[config.mk]
export PLATFORM = sky130hd
export DESIGN_NAME = ex_muldiv
export DESIGN_NICKNAME = d
export VERILOG_FILES = /design/src/rtl/muldiv_pkg.sv /design/src/rtl/muldiv_div_core.sv /design/src/rtl/ex_muldiv.sv
export SDC_FILE = /design/constraint.sdc
export NUM_CORES = 1
export LEC_CHECK = 0
export ABC_CLOCK_PERIOD_IN_PS = 5250
export BUFFER_PORTS_ARGS = -buffer_cell sky130_fd_sc_hd__buf_4
export CORE_UTILIZATION = 35
export CTS_CLUSTER_DIAMETER = 40
export DETAILED_ROUTE_END_ITERATION = 12
export GPL_TIMING_DRIVEN = 0
export PLACE_DENSITY = 0.49
export SYNTH_ARGS = -nofsm -noshare
export SYNTH_HDL_FRONTEND = slang
export SYNTH_HIERARCHICAL = 1
export SYNTH_SLANG_ARGS = --single-unit
[constraint.sdc]
create_clock -name clk_i -period 5.25 [get_ports clk_i]
set_input_delay 1.05 -clock clk_i [delete_from_list [all_inputs] [get_ports clk_i]]
set_output_delay 1.05 -clock clk_i [all_outputs]
set_load 0.02 [all_outputs]
[src/rtl/muldiv_pkg.sv]
// muldiv_pkg: op codes, FSM states and constants for the RV32M unit.
// Divide support is built only when MULDIV_DIV_EN is defined.
package muldiv_pkg;

   localparam int XLEN_DEF = 32;
   localparam int CNT_W    = $clog2(XLEN_DEF);

   localparam logic [2:0] F3_MUL  = 3'b000;
   localparam logic [2:0] F3_MULH = 3'b001;
   localparam logic [2:0] F3_DIV  = 3'b100;
   localparam logic [2:0] F3_DIVU = 3'b101;
   localparam logic [2:0] F3_REM  = 3'b110;
   localparam logic [2:0] F3_REMU = 3'b111;

   localparam logic [31:0] INT_MIN  = 32'h8000_0000;
   localparam logic [31:0] ALL_ONES = 32'hFFFF_FFFF;

   typedef enum logic [1:0] {
      S_IDLE,
      S_BUSY,
      S_DONE
   } state_t;

   function automatic logic op_div(input logic [2:0] f3);
      return f3 inside {F3_DIV, F3_DIVU, F3_REM, F3_REMU};
   endfunction

   function automatic logic op_rem(input logic [2:0] f3);
      return f3 inside {F3_REM, F3_REMU};
   endfunction

   // 010/011 run as MUL, so everything except DIVU/REMU is signed
   function automatic logic op_signed(input logic [2:0] f3);
      return !(f3 inside {F3_DIVU, F3_REMU});
   endfunction

endpackage

[src/rtl/muldiv_div_core.sv]
// muldiv_div_core: restoring-divide remainder/quotient registers.
// Only instantiated when MULDIV_DIV_EN is defined.
import muldiv_pkg::*;

module muldiv_div_core #(
   parameter int XLEN = XLEN_DEF
) (
   input  logic            clk_i,
   input  logic            rst_i,
   input  logic            load,
   input  logic            step,
   input  logic [XLEN-1:0] dividend,
   input  logic [XLEN-1:0] divisor,
   output logic [XLEN-1:0] quo_nx,
   output logic [XLEN-1:0] rem_nx
);

   logic [XLEN-1:0] quo;
   logic [XLEN-1:0] rem;
   logic [XLEN-1:0] dvs;
   logic [XLEN:0]   part;
   logic            fits;

   // part < 2*dvs, so the difference always fits XLEN bits
   assign part   = {rem, quo[XLEN-1]};
   assign fits   = part >= {1'b0, dvs};
   assign rem_nx = fits ? part[XLEN-1:0] - dvs : part[XLEN-1:0];
   assign quo_nx = {quo[XLEN-2:0], fits};

   always_ff @(posedge clk_i or negedge rst_i) begin
      if (!rst_i) begin
         quo <= '0;
         rem <= '0;
         dvs <= '0;
      end else if (load) begin
         quo <= dividend;
         rem <= '0;
         dvs <= divisor;
      end else if (step) begin
         quo <= quo_nx;
         rem <= rem_nx;
      end
   end

endmodule

[src/rtl/ex_muldiv.sv]
// ex_muldiv: iterative RV32M multiply/divide in EX, stalls via busy_o.
// Define MULDIV_DIV_EN to build the divide datapath.
import muldiv_pkg::*;

module ex_muldiv #(
   parameter int XLEN = XLEN_DEF
) (
   input  logic            clk_i,
   input  logic            rst_i,
   input  logic            start_i,
   input  logic [9:0]      funct_i,
   input  logic [XLEN-1:0] RS1data_i,
   input  logic [XLEN-1:0] RS2data_i,
   input  logic [4:0]      RDaddr_i,
   output logic            busy_o,
   output logic            done_o,
   output logic [XLEN-1:0] result_o,
   output logic [4:0]      RDaddr_o
);

   localparam int CW = $clog2(XLEN);

   state_t            state;
   logic [CW-1:0]     cnt;
   logic [2:0]        f3_q;
   logic              neg_q;
   logic [XLEN-1:0]   mcand_q;
   logic [2*XLEN-1:0] acc;
   logic [4:0]        rd_q;
   logic [XLEN-1:0]   res_q;

   logic [2:0]      f3;
   logic            unused_funct7;
   logic            a_neg;
   logic            b_neg;
   logic            acc_neg;
   logic [XLEN-1:0] a_mag;
   logic [XLEN-1:0] b_mag;
   logic            special;
   logic [XLEN-1:0] sp_res;

   assign f3            = funct_i[2:0];
   assign unused_funct7 = ^funct_i[9:3];
   assign a_neg   = op_signed(f3) & RS1data_i[XLEN-1];
   assign b_neg   = op_signed(f3) & RS2data_i[XLEN-1];
   assign a_mag   = a_neg ? -RS1data_i : RS1data_i;
   assign b_mag   = b_neg ? -RS2data_i : RS2data_i;
   assign acc_neg = op_rem(f3) ? a_neg : a_neg ^ b_neg;

`ifdef MULDIV_DIV_EN
   logic b_zero;
   logic ovf;

   assign b_zero  = RS2data_i == '0;
   assign ovf     = op_signed(f3) & (RS1data_i == INT_MIN)
                  & (RS2data_i == ALL_ONES);
   assign special = op_div(f3) & (b_zero | ovf);
   assign sp_res  = b_zero ? (op_rem(f3) ? RS1data_i : ALL_ONES)
                           : (op_rem(f3) ? '0 : INT_MIN);
`else
   assign special = op_div(f3);
   assign sp_res  = '0;
`endif

   logic [XLEN:0]     mul_sum;
   logic [2*XLEN-1:0] acc_nx;
   logic [2*XLEN-1:0] prod;
   logic [XLEN-1:0]   mul_res;
   logic [XLEN-1:0]   fin_res;

   assign mul_sum = {1'b0, acc[2*XLEN-1:XLEN]}
                  + {1'b0, mcand_q & {XLEN{acc[0]}}};
   assign acc_nx  = {mul_sum, acc[XLEN-1:1]};
   assign prod    = neg_q ? -acc_nx : acc_nx;
   assign mul_res = (f3_q == F3_MULH) ? prod[2*XLEN-1:XLEN]
                                      : prod[XLEN-1:0];

`ifdef MULDIV_DIV_EN
   logic [XLEN-1:0] quo_nx;
   logic [XLEN-1:0] rem_nx;
   logic [XLEN-1:0] div_res;

   muldiv_div_core #(
      .XLEN(XLEN)
   ) u_div (
      .clk_i    (clk_i),
      .rst_i    (rst_i),
      .load     (start_i & (state != S_BUSY)),
      .step     (state == S_BUSY),
      .dividend (a_mag),
      .divisor  (b_mag),
      .quo_nx   (quo_nx),
      .rem_nx   (rem_nx)
   );

   assign div_res = op_rem(f3_q) ? (neg_q ? -rem_nx : rem_nx)
                                 : (neg_q ? -quo_nx : quo_nx);
   assign fin_res = op_div(f3_q) ? div_res : mul_res;
`else
   assign fin_res = mul_res;
`endif

   assign busy_o   = rst_i & ((state == S_BUSY) | start_i);
   assign done_o   = state == S_DONE;
   assign result_o = res_q;
   assign RDaddr_o = rd_q;

   always_ff @(posedge clk_i or negedge rst_i) begin
      if (!rst_i) begin
         state   <= S_IDLE;
         cnt     <= '0;
         f3_q    <= '0;
         neg_q   <= 1'b0;
         mcand_q <= '0;
         acc     <= '0;
         rd_q    <= '0;
         res_q   <= '0;
      end else begin
         unique case (state)
            S_BUSY: begin
               acc <= acc_nx;
               cnt <= cnt + 1'b1;
               if (cnt == CW'(XLEN - 1)) begin
                  state <= S_DONE;
                  res_q <= fin_res;
               end
            end
            default: begin
               res_q <= '0;
               state <= S_IDLE;
               if (start_i) begin
                  f3_q    <= f3;
                  neg_q   <= acc_neg;
                  mcand_q <= a_mag;
                  acc     <= {{XLEN{1'b0}}, b_mag};
                  rd_q    <= RDaddr_i;
                  cnt     <= '0;
                  if (special) begin
                     state <= S_DONE;
                     res_q <= sp_res;
                  end else begin
                     state <= S_BUSY;
                  end
               end
            end
         endcase
      end
   end

endmodule
==> out/qor.csv, run 1 <==
stage;metric;value;unit
status;status;completed;
sta;whs;475;ps
sta;max_freq;0.203;GHz
clock_tree;cts_buffer_depth;2;
critical_path;arrival;5320;ps
global_routing;grt_max_degree;82;
sta;final_hold_viol_count;0;
sta;slew_headroom;19.3;%
die;die_w;179;um
power_and_ir_drop;pwr-share-seq;26.0;%
power_and_ir_drop;clkPwrFrac;18.9;%
critical_path;cp.required;5640;ps
yosys;synth_top_flop_cell;dfrtp_1;
die;core;30700;um2
cells_and_area;stdcell_count;1913;
yosys;synth_fp_nets;1491;
die;io_pins;121;
global_routing;grt_pass1_wl;59.6;mm
clock_tree;cts.sinks;144;
yosys;netlist_instances;1371;
die;initial_core_util;35.6;%
route;via_count;10681;
sta;rsz0062_at_grt;no;
critical_path;critPathMaxFanout;10;
clock_tree;cts_htree_levels;4;
clock_tree;post_cts_buffers;0;
placed_design;hpwl;29.6;mm
cells_and_area;area_delta_synth_final;18.5;%
yosys;synth_edf_count;0;
sta;fin_skew;13.3;ps
power_and_ir_drop;switchingPower;3.56;mW
cells_and_area;drive_gt1_share;12.3;%
route;antenna_left;0;
critical_path;reg2reg_depth;15;
critical_path;crit_type;reg2reg;
critical_path;endpoint_kind;flip-flop;
power_and_ir_drop;p_leak;5.46;nW
min_path;hold_depth;2;
route;drt-pass1-iter-count;6;
route;drc;0;
cells_and_area;ff_latch_area;3600;um2
yosys;postSynthAreaPerCell;7.97;um2
cells_and_area;antenna_cells;0;
sta;setup_violations;0;
sta;period_share;93.9;%
placed_design;portBuffers;113;
yosys;async_reset_ff_share;100;%
die;die_h;179;um
flow_run;max_cap_violations;0;
yosys;ys_types;72;
sta;fin_setup_tns;0;ps
cells_and_area;multi_input_area;6920;um2
sta;min_period;4930;ps
clock_tree;ctsResizeCount;0;
min_path;hold_path.class;reg2reg;
clock_tree;cts_hold_buffers;0;
clock_tree;cts_root_buf;clkbuf_16;
global_routing;antenna_found_initial;0;
sta;slew_violations;0;
cells_and_area;fillCellCount;3150;
global_routing;globalRoute.totalOverflow;0;
clock_tree;cts_tree;built;
power_and_ir_drop;max-vdd-ir-drop;0.273;mV
yosys;synth-seq-cells;144;
power_and_ir_drop;pwr-share-comb;55.1;%
global_routing;track_usage;24.8;%
clock_tree;cts_buffers;17;
yosys;yosysSeqAreaShare;33.0;%
critical_path;cp-start-kind;flip-flop;
placed_design;dp.cells;1881;
cells_and_area;fin_util;42.2;%
placed_design;place.gp.congestion;0.939;
yosys;yosys_warnings;6;
route;wire_per_inst;20.0;um
clock_tree;cts.clk_slew.worst_paths;70;ps
route;detail_route.iter0.violations;865;
die;rows;64;
route;avgViaCountPerCell;5.58;
cells_and_area;nets;1624;
power_and_ir_drop;switching_share;49.9;%
power_and_ir_drop;power.internal;3.58;mW
die;die_area;31900;um2
sta;tightest_slew;1210;ps
route;wl;38.2;mm
clock_tree;clk_latency;460;ps
power_and_ir_drop;p_per_area;551;nW/um2
power_and_ir_drop;power;7.14;mW
yosys;netlist_area;10900;um2
global_routing;first_global_vias;10067;
[worst paths after layout]
check                                  from      endpoint  slack (ps)
max in group asynchronous             rst_i   mcand_q[22]        3790
worst min-delay path            mcand_q[24]   mcand_q[24]         480
min in group asynchronous             rst_i  result_o[21]         600
worst max register to register       acc[0]  result_o[23]         320
worst max-delay path                 acc[0]  result_o[23]         320
worst min register to register  mcand_q[24]   mcand_q[24]         480
[layer usage]
metal / GRT usage, % / routed length [um] / up-vias
met5: 0 / 0 / -
met4: 7.31 / 744 / 0
met3: 4.24 / 2220 / 41
met2: 35.9 / 16200 / 343
met1: 37.3 / 19100 / 5127
li1: - / - / 5170
[power groups by stage]
stage | logic (mW) | clock network [mW] | registers [mW]
floorplan | 2.60 | 0 | 1.75
global placement | 3.84 | 0 | 1.85
detailed placement | 3.86 | 0 | 1.86
CTS | 3.88 | 1.39 | 1.84
global route | 4.30 | 1.42 | 1.90
finish | 3.93 | 1.35 | 1.85
[critical path, stage by stage (launching register included)]
cell       delay [ps]
dfrtp_1           490
clkbuf_1          250
and2_1            200
ha_1              270
clkbuf_1          320
o211ai_1          180
o211ai_1          440
a211oi_1          230
o41ai_2           660
xnor2_1           290
o2111ai_1         310
nor3_2            410
a21oi_1           150
xnor2_1           180
o211ai_1          270
o211a_1           190
[logic make-up after synthesis]
logic type,after synthesis,share of synthesized area [%]
flops,144,33.0
compound gates,419,23.0
mux,12,1.18
simple gates,516,23.6
xor+xnor,137,11.0
fa+ha+maj,38,4.42
buf+inv,105,3.82
[cell usage in the layout (no fill, tap or decap), types with 9 or more instances in the layout]
cell	netlist	routed
nand3b_1	34	34
nor3_1	30	30
dfrtp_1	144	144
o21ai_0	176	176
clkbuf_1	68	69
o31ai_1	24	24
or4_1	9	9
buf_4	0	112
nand2_1	222	222
o41ai_1	13	12
xnor2_1	67	67
nand3_1	22	22
or3_1	13	13
o211ai_1	17	17
a31oi_1	11	11
a21o_1	9	9
clkbuf_16	0	17
a211oi_1	19	18
nor2_1	77	77
nor4_1	13	13
a21oi_1	93	93
ha_1	37	37
xor2_1	70	70
and2_1	35	35
nand2b_1	10	10
inv_1	21	21
[final cells by class]
| cell class | instances | area share [%] |
|---|---|---|
| plain buffers | 83 | 2.59 |
| well taps | 396 | 3.83 |
| clock inverters | 14 | 1.58 |
| clock buffers | 18 | 3.31 |
| inverters | 22 | 0.638 |
| multi-input cells | 1122 | 53.4 |
| flip-flops and latches | 144 | 27.8 |
| repair buffers | 114 | 6.79 |
[through the flow]
stage                     worst slack (ps)  instance area (um2)
after floorplan                       1180                10900
after global placement                 116                12300
after detailed placement               140                12300
after CTS                             97.0                12900
after global routing                  3.56                12900
final                                  321                12900
[synth_stat cells (6+ instances only)]
cell type  instances  area share [%]
dfrtp_1          144              33
a21oi_1           93             4.3
ha_1              37             4.2
xnor2_1           67             5.4
or3_1             13            0.74
nand3_1           22             1.0
xor2_1            70             5.6
a21o_1             9            0.62
nor4_1            13            0.74
o31ai_1           24             1.6
nand4_1            7            0.40
nand2_1          222             7.6
o21ai_0          176             8.1
nor3_1            30             1.4
nor2_1            77             2.6
a211oi_1          19             1.3
a22oi_1            6            0.41
and3_1             7            0.40
clkbuf_1          68             2.3
mux2_2             7            0.72
nand3b_1          34             2.3
o41ai_1           13             1.0
buf_1              6            0.21
nor2b_1            8            0.46
or4_1              9            0.62
o21a_1             6            0.41
inv_1             21            0.72
buf_2              7            0.32
nand2b_1          10            0.57
and2_1            35             2.0
o211ai_1          17             1.2
a31oi_1           11            0.63
[flip-flops by register name, summed over array words and instances, names as in the netlist]
register and count:
neg_q 1, result_o 32, RDaddr_o 5, state 2
f3_q 3, cnt 5, mcand_q 32, acc 64
Note: power is estimated with default switching activity, not from simulation.
==> run 2: changes to the inputs <==
Settings changed: PLACE_DENSITY 0.49 to unset, PLACE_DENSITY_LB_ADDON set to 0.08, SYNTH_HIERARCHICAL 1 to unset.
==> run 2 against run 1 <==
Synthesized cell count unchanged. Sequential share of layout area down 0.12 points. Die area unchanged. Count of clock-buffer cells in the layout up 1. Utilization up 0.18 points. Non-clock buffer count unchanged. Routed wire length down 2.0%. Clock skew down 1.5 ps. Cell area up 0.43%. Sequential power about the same. Via count down 1.8%. Critical endpoint is now result_o[25]. Largest cell class unchanged. Largest power group unchanged.
==> out/qor.csv, run 2 <==
stage;metric;value;unit;change
critical_path;ff2ff_setup_slack;470;ps;+150 ps
die;die_w;179;um;unchanged
yosys;synth-seq-cells;144;;unchanged
cells_and_area;largest_reg_flops;64;;unchanged
status;status;completed;;
yosys;synth_fp_nets;1491;;unchanged
cells_and_area;fillCellCount;3147;;-0.095%
cells_and_area;top_register;acc;;
yosys;synth_top_flop_cell;dfrtp_1;;
yosys;netlist_area;10900;um2;unchanged
sta;setup_violations;0;;unchanged
cells_and_area;final_cell_mix;222 x nand2_1, 176 x o21ai_0, 144 x dfrtp_1, 112 x buf_4, 93 x a21oi_1;;
cells_and_area;ff_latch_area;3600;um2;unchanged
clock_tree;cts_htree_levels;4;;unchanged
die;io_pins;121;;unchanged
clock_tree;cts_tree;built;;
sta;fin_setup_tns;0;ps;unchanged
critical_path;critPathLaunch;acc[0];;
clock_tree;cts.sinks;144;;unchanged
die;die_area;31900;um2;unchanged
critical_path;endpoint_kind;flip-flop;;
route;drt-pass1-iter-count;7;;+1
sta;min_period;4780;ps;-148 ps
placed_design;portBuffers;113;;unchanged
yosys;yosys-top-cells-area;dfrtp_1 33%, o21ai_0 8.1%, nand2_1 7.6%, xor2_1 5.6%, xnor2_1 5.4%;;
yosys;postSynthAreaPerCell;7.97;um2;unchanged
power_and_ir_drop;max-vdd-ir-drop;0.269;mV;-1.5%
critical_path;reg2reg_depth;16;;+1
critical_path;crit_type;reg2reg;;
yosys;netlist.area_leader.share;33.0;%;unchanged
sta;final_hold_viol_count;0;;unchanged
cells_and_area;layout_commonest_cell;nand2_1;;
clock_tree;cts_buffer_depth;2;;unchanged
die;die_h;179;um;unchanged
sta;rsz0062_at_grt;no;;
min_path;hold_depth;2;;unchanged
route;detail_route.iter0.violations;601;;-31%
min_path;hold_path.class;reg2reg;;
die;rows;64;;unchanged
flow_run;max_cap_violations;0;;unchanged
clock_tree;cts_buffers;17;;unchanged
global_routing;track_usage;24.3;%;-0.54 points
critical_path;cp-start-kind;flip-flop;;
yosys;yosys_warnings;0;;-6
sta;slew_violations;0;;unchanged
yosys;yosysTopAreaCell;dfrtp_1;;
clock_tree;post_cts_buffers;0;;unchanged
critical_path;critPathMaxFanout;10;;unchanged
cells_and_area;antenna_cells;0;;unchanged
route;avgViaCountPerCell;5.48;;-1.8%
yosys;yosysMostFrequentCell;nand2_1;;
power_and_ir_drop;power;7.17;mW;+0.53%
yosys;async_reset_ff_share;100;%;unchanged
yosys;synth_common_cells;222 x nand2_1, 176 x o21ai_0, 144 x dfrtp_1, 93 x a21oi_1, 77 x nor2_1;;
yosys;netlist_instances;1371;;unchanged
sta;fin_skew;11.8;ps;-1.51 ps
route;drc;0;;unchanged
yosys;ys_types;72;;unchanged
clock_tree;cts.clk_slew.worst_paths;60;ps;about the same
power_and_ir_drop;p_leak;5.52;nW;+0.92%
critical_path;worstReg2RegEnd;result_o[25];;
cells_and_area;area_delta_synth_final;19.0;%;
global_routing;first_global_vias;9893;;-1.7%
yosys;yosysSeqAreaShare;33.0;%;unchanged
route;via_count;10485;;-1.8%
critical_path;cp.required;5550;ps;-90 ps
sta;period_share;91.1;%;-2.8 points
sta;slew_headroom;23.7;%;+4.4 points
yosys;synth_edf_count;0;;unchanged
min_path;hold_end;mcand_q[28];;
clock_tree;cts_root_buf;clkbuf_16;;
die;initial_core_util;35.6;%;unchanged
cells_and_area;nets;1624;;unchanged
clock_tree;clk_latency;450;ps;about the same
global_routing;grt_pass1_wl;58.3;mm;-2.3%
route;wl;37.4;mm;-2.0%
clock_tree;cts_hold_buffers;0;;unchanged
sta;max_freq;0.209;GHz;+3.1%
cells_and_area;multi_input_area;6930;um2;+0.24%
route;wire_per_inst;19.6;um;-2.0%
placed_design;hpwl;29.4;mm;-0.65%
global_routing;antenna_found_initial;0;;unchanged
sta;tightest_slew;1130;ps;-73.4 ps
global_routing;globalRoute.totalOverflow;0;;unchanged
global_routing;grt_max_degree;75;;-8.5%
route;antenna_left;0;;unchanged
die;core;30700;um2;unchanged
critical_path;timing.rr.start;acc[0];;
min_path;hold_start;mcand_q[28];;
placed_design;place.gp.congestion;0.929;;-1.1%
power_and_ir_drop;p_per_area;552;nW/um2;+0.10%
cells_and_area;drive_gt1_share;12.3;%;+0.066 points
critical_path;arrival;5090;ps;-230 ps
run 2: how the worst max path moves through the flow:
stage | to | slack [ps] | depth (start not counted)
2_1_floorplan | result_o[22] | 1180 | 15
3_3_place_gp | result_o[25] | 120 | 15
3_5_place_dp | result_o[25] | 120 | 15
4_1_cts | result_o[25] | 90 | 15
5_1_grt | result_o[25] | 40 | 15
6_report | result_o[25] | 470 | 16
run 2: kinds of logic after synthesis:
logic type | count (synthesis) | share of synthesized area, %
flops | 144 | 33.0
xor+xnor | 137 | 11.0
simple gates | 516 | 23.6
buf+inv | 105 | 3.82
mux | 12 | 1.18
fa+ha+maj | 38 | 4.42
compound gates | 419 | 23.0
run 2: cell type report:
type | count | share of cell area, %
multi-input combinational | 1122 | 53.3
sequential | 144 | 27.7
timing repair buffer | 114 | 6.79
tap | 396 | 3.81
clock buffer | 19 | 3.33
buffer | 83 | 2.59
clock inverter | 13 | 1.81
inverter | 22 | 0.635
run 2: power breakdown:
part / internal [mW] / total (mW) / switching (mW) / leakage, nW
Combinational: 1.29 / 3.90 / 2.61 / 3.34
Clock: 0.894 / 1.42 / 0.524 / 0.318
Sequential: 1.48 / 1.86 / 0.377 / 1.86
Total: 3.67 / 7.17 / 3.51 / 5.52
run 2: layer usage:
metal,track usage (%),share of wire (%)
met4,6.99,1.8
met1,35.8,50
met2,35.7,43
met3,4.54,5.4
met5,0,0
run 2: timing repair:
item                       in CTS  in global routing
setup endpoints to repair       0                 15
hold endpoints to repair        0                  0
resized for setup               0                  7
run 2: stage by stage:
| step | cell area, um2 | util [%] | hold slack (ps) | instances | setup slack, ps |
|---|---|---|---|---|---|
| 2_1_floorplan | 10900 | - | 442 | 1371 | 1180 |
| 3_3_place_gp | 12300 | 40.0 | 457 | 1880 | 125 |
| 3_5_place_dp | 12300 | 40.1 | 466 | 1881 | 121 |
| 4_1_cts | 13000 | 42.3 | 480 | 1913 | 90.0 |
| 5_1_grt | 13000 | 42.4 | 492 | 1913 | 41.3 |
| 6_report | 13000 | 42.4 | 475 | 1913 | 469 |
run 2: worst max-delay path, cell delays in order (launching register included):
cell and delay, ps:
dfrtp_1 470, clkbuf_1 240, and2_1 200, ha_1 270, clkbuf_1 310, a21o_1 220
a311oi_1 100, or4b_2 730, nand2_1 110, xor2_1 210, or4_1 550, clkbuf_1 180
nor3_2 350, a21oi_1 140, xnor2_1 160, o21ai_0 290, a21oi_1 100
